==> src/rtl/instr_encode_loader.sv <==
// Boot-time program loader: encodes symbolic RV64 instructions and
// writes them sequentially into instruction memory while holding the core.
module instr_encode_loader #(
    parameter int          ADDR_W    = 10,
    parameter int unsigned BASE_ADDR = 0
) (
    input  logic              clk,
    input  logic              reset,
    input  logic              start,
    input  logic              op_valid,
    output logic              op_ready,
    input  logic [2:0]        op_kind,
    input  logic [4:0]        op_rd,
    input  logic [4:0]        op_rs1,
    input  logic [4:0]        op_rs2,
    input  logic [12:0]       op_imm,
    input  logic              op_last,
    output logic              mem_we,
    output logic [ADDR_W-1:0] mem_addr,
    output logic [31:0]       mem_wdata,
    output logic              cpu_hold,
    output logic              busy,
    output logic              done,
    output logic              err,
    output logic [1:0]        err_code,
    output logic [ADDR_W-2:0] count
);

    localparam logic [ADDR_W-1:0] BASE = ADDR_W'(BASE_ADDR);
    localparam logic [ADDR_W-1:0] TOP  = ~ADDR_W'(3);

    typedef enum logic [2:0] {
        IDLE,
        ACCEPT,
        WRITE,
        DONE,
        ERR
    } state_t;

    state_t      state;
    logic        last_q;
    logic [31:0] enc;
    logic        bad_op;
    logic        bad_imm;
    logic [2:0]  r_f3;
    logic [6:0]  r_f7;

    always_comb begin
        r_f3 = 3'b000;
        r_f7 = 7'b0000000;
        if (op_kind == 3'd1) r_f7 = 7'b0100000;
        if (op_kind == 3'd2) r_f3 = 3'b111;
        if (op_kind == 3'd3) r_f3 = 3'b110;
    end

    // Immediate range for ld/sd is 12-bit signed; beq offsets must be even.
    always_comb begin
        enc     = 32'h0;
        bad_op  = 1'b0;
        bad_imm = 1'b0;
        case (op_kind)
            3'd0, 3'd1, 3'd2, 3'd3:
                enc = {r_f7, op_rs2, op_rs1, r_f3, op_rd, 7'b0110011};
            3'd4: begin
                enc = {op_imm[11:0], op_rs1, 3'b011, op_rd, 7'b0000011};
                bad_imm = op_imm[12] ^ op_imm[11];
            end
            3'd5: begin
                enc = {op_imm[11:5], op_rs2, op_rs1, 3'b011,
                       op_imm[4:0], 7'b0100011};
                bad_imm = op_imm[12] ^ op_imm[11];
            end
            3'd6: begin
                enc = {op_imm[12], op_imm[10:5], op_rs2, op_rs1, 3'b000,
                       op_imm[4:1], op_imm[11], 7'b1100011};
                bad_imm = op_imm[0];
            end
            default: bad_op = 1'b1;
        endcase
    end

    always_ff @(posedge clk) begin
        if (reset) begin
            state     <= IDLE;
            mem_addr  <= BASE;
            mem_wdata <= 32'h0;
            count     <= '0;
            done      <= 1'b0;
            err       <= 1'b0;
            err_code  <= 2'b00;
            last_q    <= 1'b0;
        end else begin
            case (state)
                IDLE, DONE, ERR: begin
                    if (start) begin
                        state    <= ACCEPT;
                        mem_addr <= BASE;
                        count    <= '0;
                        done     <= 1'b0;
                        err      <= 1'b0;
                        err_code <= 2'b00;
                    end
                end
                ACCEPT: begin
                    if (op_valid) begin
                        if (bad_op) begin
                            state    <= ERR;
                            err      <= 1'b1;
                            err_code <= 2'b01;
                        end else if (bad_imm) begin
                            state    <= ERR;
                            err      <= 1'b1;
                            err_code <= 2'b10;
                        end else begin
                            state     <= WRITE;
                            mem_wdata <= enc;
                            last_q    <= op_last;
                        end
                    end
                end
                WRITE: begin
                    count <= count + 1'b1;
                    // The top word is the last slot; the address never wraps.
                    if (mem_addr != TOP) mem_addr <= mem_addr + ADDR_W'(4);
                    if (last_q) begin
                        state <= DONE;
                        done  <= 1'b1;
                    end else if (mem_addr == TOP) begin
                        state    <= ERR;
                        err      <= 1'b1;
                        err_code <= 2'b11;
                    end else begin
                        state <= ACCEPT;
                    end
                end
                default: state <= IDLE;
            endcase
        end
    end

    assign op_ready = (state == ACCEPT);
    assign mem_we   = (state == WRITE);
    assign busy     = (state == ACCEPT) || (state == WRITE);
    assign cpu_hold = busy || (state == ERR);

endmodule

==> config.mk <==
export PLATFORM = sky130hd
export DESIGN_NAME = instr_encode_loader
export DESIGN_NICKNAME = d
export VERILOG_FILES = /design/src/rtl/instr_encode_loader.sv
export SDC_FILE = /design/constraint.sdc
export NUM_CORES = 1
export LEC_CHECK = 0
export BUFFER_PORTS_ARGS = -buffer_cell sky130_fd_sc_hd__buf_2
export CORE_MARGIN = 2
export CORE_UTILIZATION = 53
export CTS_BUF_LIST = sky130_fd_sc_hd__clkbuf_4
export CTS_CLUSTER_SIZE = 16
export DETAILED_ROUTE_END_ITERATION = 12
export GPL_TIMING_DRIVEN = 0
export PLACE_DENSITY = 0.82
export SLEW_MARGIN = 20
export SYNTH_ARGS = -nofsm -noshare
export SYNTH_HDL_FRONTEND = slang
export SYNTH_SLANG_ARGS = --single-unit
==> constraint.sdc <==
create_clock -name clk -period 5.93 [get_ports clk]
set_clock_uncertainty 0.2 [all_clocks]
set_input_delay 1.186 -clock clk [delete_from_list [all_inputs] [get_ports clk]]
set_output_delay 1.186 -clock clk [all_outputs]
set_load 0.05 [all_outputs]
==> results.rst <==
.. list-table::
   :header-rows: 1

   * - Metric
     - Value
   * - Netlist area before placement
     - 2840 µm²
   * - Worst skew pair latency
     - 0.38 ns
   * - DRC errors left
     - 0
   * - # fillers
     - 467
   * - ANT nets after route
     - 0
   * - LEAKAGE
     - 1.49 nW
   * - Number of standard cells after synthesis
     - 323
   * - Arrival @ worst endpoint
     - 1.75 ns
   * - Power density normalized to cell area
     - 214 nW/µm²
   * - Fraction of met1 tracks used by global routing
     - 31.1%
   * - Required time reported for the critical path endpoint
     - 4.54 ns
   * - CTS-repair resized insts
     - 0
   * - TritonCTS Sinks
     - 54
   * - Starting density of the core
     - 55.2%
   * - Worst ir drop on vdd
     - 0.130 mV
   * - Clock tree from TritonCTS
     - yes
   * - Final wirelength
     - 7150 µm
   * - Share of flip-flops with an asynchronous set or reset
     - 0%
   * - IO Port Bufs
     - 88
   * - Ports
     - 95
   * - Pin count of the biggest net entering global routing
     - 17
   * - Setup TNS
     - 0 ns
   * - Met3 global-route usage
     - 4.12%
   * - Global routing met2 resource utilization
     - 38.6%
   * - CTS max path bufs
     - 2
   * - Total routing resource utilization after global routing
     - 23.2%
   * - Most used flip-flop cell after synthesis
     - dfxtp_1
   * - Reg clk slew, reported paths
     - 0.15 ns
   * - Portion of the post-synthesis area used by sequential elements
     - 38.1%
   * - Nature of the critical path endpoint
     - output port
   * - Syn_area_per_cell
     - 8.78 µm²
   * - Vias/cell
     - 5.69
   * - Shortest period the worst path allows
     - 3.14 ns
   * - Syn-to-layout area delta
     - 20.9%
   * - Most used standard cell by instance count after synthesis
     - dfxtp_1
   * - Clock root buffer
     - clkbuf_4
   * - Synth unique cells
     - 57
   * - Average detailed-routed wire length per instance
     - 14.5 µm
   * - Flop and latch count out of synthesis
     - 54
   * - Initial DRC count
     - 213
   * - Floorplan Core Area
     - 5140 µm²
   * - Site Rows
     - 26
   * - Power after layout
     - 0.000734 W
   * - Hold buffers post-CTS
     - 0
   * - Clock buffer count from CTS
     - 5
   * - Cell accounting for the most synthesized area
     - dfxtp_1
   * - Hold Slack
     - 0.278 ns
   * - Most Used Layer, Global Route
     - met2
   * - Summed area of non-filler cells in the final layout
     - 3430 µm²
   * - Via count of the first global-routing pass
     - 2461
   * - Final count of negative-setup-slack endpoints
     - 0
   * - Number of search-and-repair iterations in the first detailed-routing pass
     - 6
   * - Type of the most critical hold path
     - flop to flop
   * - Achievable frequency
     - 319 MHz
   * - Die area
     - 5950 µm²
   * - Startpoint-to-endpoint class of the critical path
     - flop to output port
   * - Fraction of layout cells with a size suffix above 1
     - 33.4%
   * - Nets
     - 462
   * - Tcrit/Tclk final
     - 52.9%
   * - Die height
     - 77.2 µm
   * - Count of maximum capacitance violations
     - 0
   * - Number of buffers added for setup after CTS
     - 0
   * - Initial antenna violation count
     - 0
   * - Area contributors post-synth
     - dfxtp_1 38%, nor2_1 4.6%, a211oi_2 4.4%, nand2b_1 4.2%, nand3_1 3.7%
   * - Placed Instance Area
     - 3380 µm²
   * - Result of the run
     - completed
   * - Final-report hold violation count
     - 0
   * - First-pass GRT wire length
     - 11400 µm
   * - Number of H-tree branching levels
     - 2
   * - Total grt overflow
     - 0
   * - Gp weighted congestion
     - 0.885
   * - Antenna Diode Count
     - 0
   * - X dimension of the die
     - 77.2 µm
   * - Utilization after layout
     - 66.7%
   * - Count of yosys warnings during synthesis
     - 0
   * - Count of pins over their slew limit
     - 0
   * - Unrepaired setup endpoints after global routing
     - false
   * - Total number of vias
     - 2801
   * - Number of enable flip-flop cells after synthesis
     - 0
   * - Startpoint type of the worst setup path
     - flop
   * - Synth top area share
     - 38.1%
   * - Least-Margin Pin Slew
     - 0.713 ns
   * - Worst rel slew slack
     - 52.2%
   * - Most common library cells after synthesis
     - 54 x dfxtp_1, 35 x nor2_1, 21 x nand3_1
   * - Largest fanout on the critical path
     - 10
   * - Hpwl dp
     - 5290 µm
[where the power goes]
| group | internal (W) | total [W] | switching [W] |
|---|---|---|---|
| Sequential | 0.000376 | 0.000384 | 0.00000816 |
| Clock | 0.0000444 | 0.000160 | 0.000116 |
| Combinational | 0.0000600 | 0.000190 | 0.000130 |
| Total | 0.000480 | 0.000734 | 0.000254 |
[flip-flops by register name, indices dropped and copies added, names as in the netlist]
name and count:
last_q 1, count 9, mem_addr 8, done 1
err 1, state 3, err_code 2, mem_wdata 29
[per-layer routing]
metal / routed length [µm] / vias to the layer above
met1: 3140 / 1335
li1: - / 1348
met4: 86 / 0
met2: 3490 / 110
met5: 0 / -
met3: 441 / 8
[cells in the final DEF (no fill, tap or decap), types with 3 or more instances in the layout]
| master | count |
|---|---|
| nand2b_1 | 19 |
| dfxtp_1 | 54 |
| nand2_1 | 14 |
| a211oi_1 | 6 |
| o21ai_0 | 18 |
| a311oi_1 | 3 |
| a31oi_1 | 6 |
| nand3_1 | 21 |
| nor2_1 | 35 |
| xor2_1 | 3 |
| buf_4 | 10 |
| inv_1 | 5 |
| a22oi_1 | 7 |
| clkbuf_1 | 12 |
| a211oi_2 | 10 |
| a222oi_1 | 4 |
| xnor2_1 | 4 |
| and2_1 | 5 |
| mux2_2 | 9 |
| conb_1 | 4 |
| o21a_1 | 4 |
| clkbuf_4 | 5 |
| ha_1 | 5 |
| nor2b_1 | 4 |
| a21oi_1 | 17 |
| buf_2 | 91 |
| mux2i_1 | 5 |
[worst max-delay path, cell delays in order, from the launching register on]
cell and delay [ns]:
dfxtp_1 0.34, buf_4 0.16, or3b_1 0.37, buf_6 0.16, inv_6 0.08, buf_2 0.27
[cells by family (layout without fill, tap and decap cells)]
family,Yosys count,count (layout),synth area share [%]
and+or+nand+nor,117,117,21.8
AOI/OAI and AO/OA,88,88,22.9
DFF,54,54,38.1
buffers and inverters,36,132,6.97
muxes,15,15,5.73
xor gates and xnor gates,7,7,2.16
adders and majority gates,5,5,2.21
other,1,4,0.132
[area by class of cell]
type,count,area (µm²),area share (%)
Tap cell,70,87.6,2.55
Clock buffer,5,37.5,1.09
Sequential cell,54,1080,31.5
Clock inverter,3,16.3,0.474
Multi-Input combinational cell,236,1570,45.7
Buffer,28,161,4.71
Timing Repair Buffer,88,440,12.8
Inverter,8,36.3,1.06
[path summary, 6_finish.rpt]
kind             from       endpoint  slack, ns  depth (start not counted)
max          state[1]         mem_we       2.79                          5
min               err            err       0.28                          1
max reg2reg  state[0]  mem_wdata[26]       3.71                         10
min reg2reg       err            err       0.28                          1
[through the flow]
step           worst slack (ns)  instances
4_1_cts                    2.78        492
5_1_grt                    2.70        492
2_1_floorplan              2.91        326
3_3_place_gp               2.53        484
3_5_place_dp               2.45        484
6_report                   2.79        492
No activity file was read; power rests on OpenSTA's default activity.
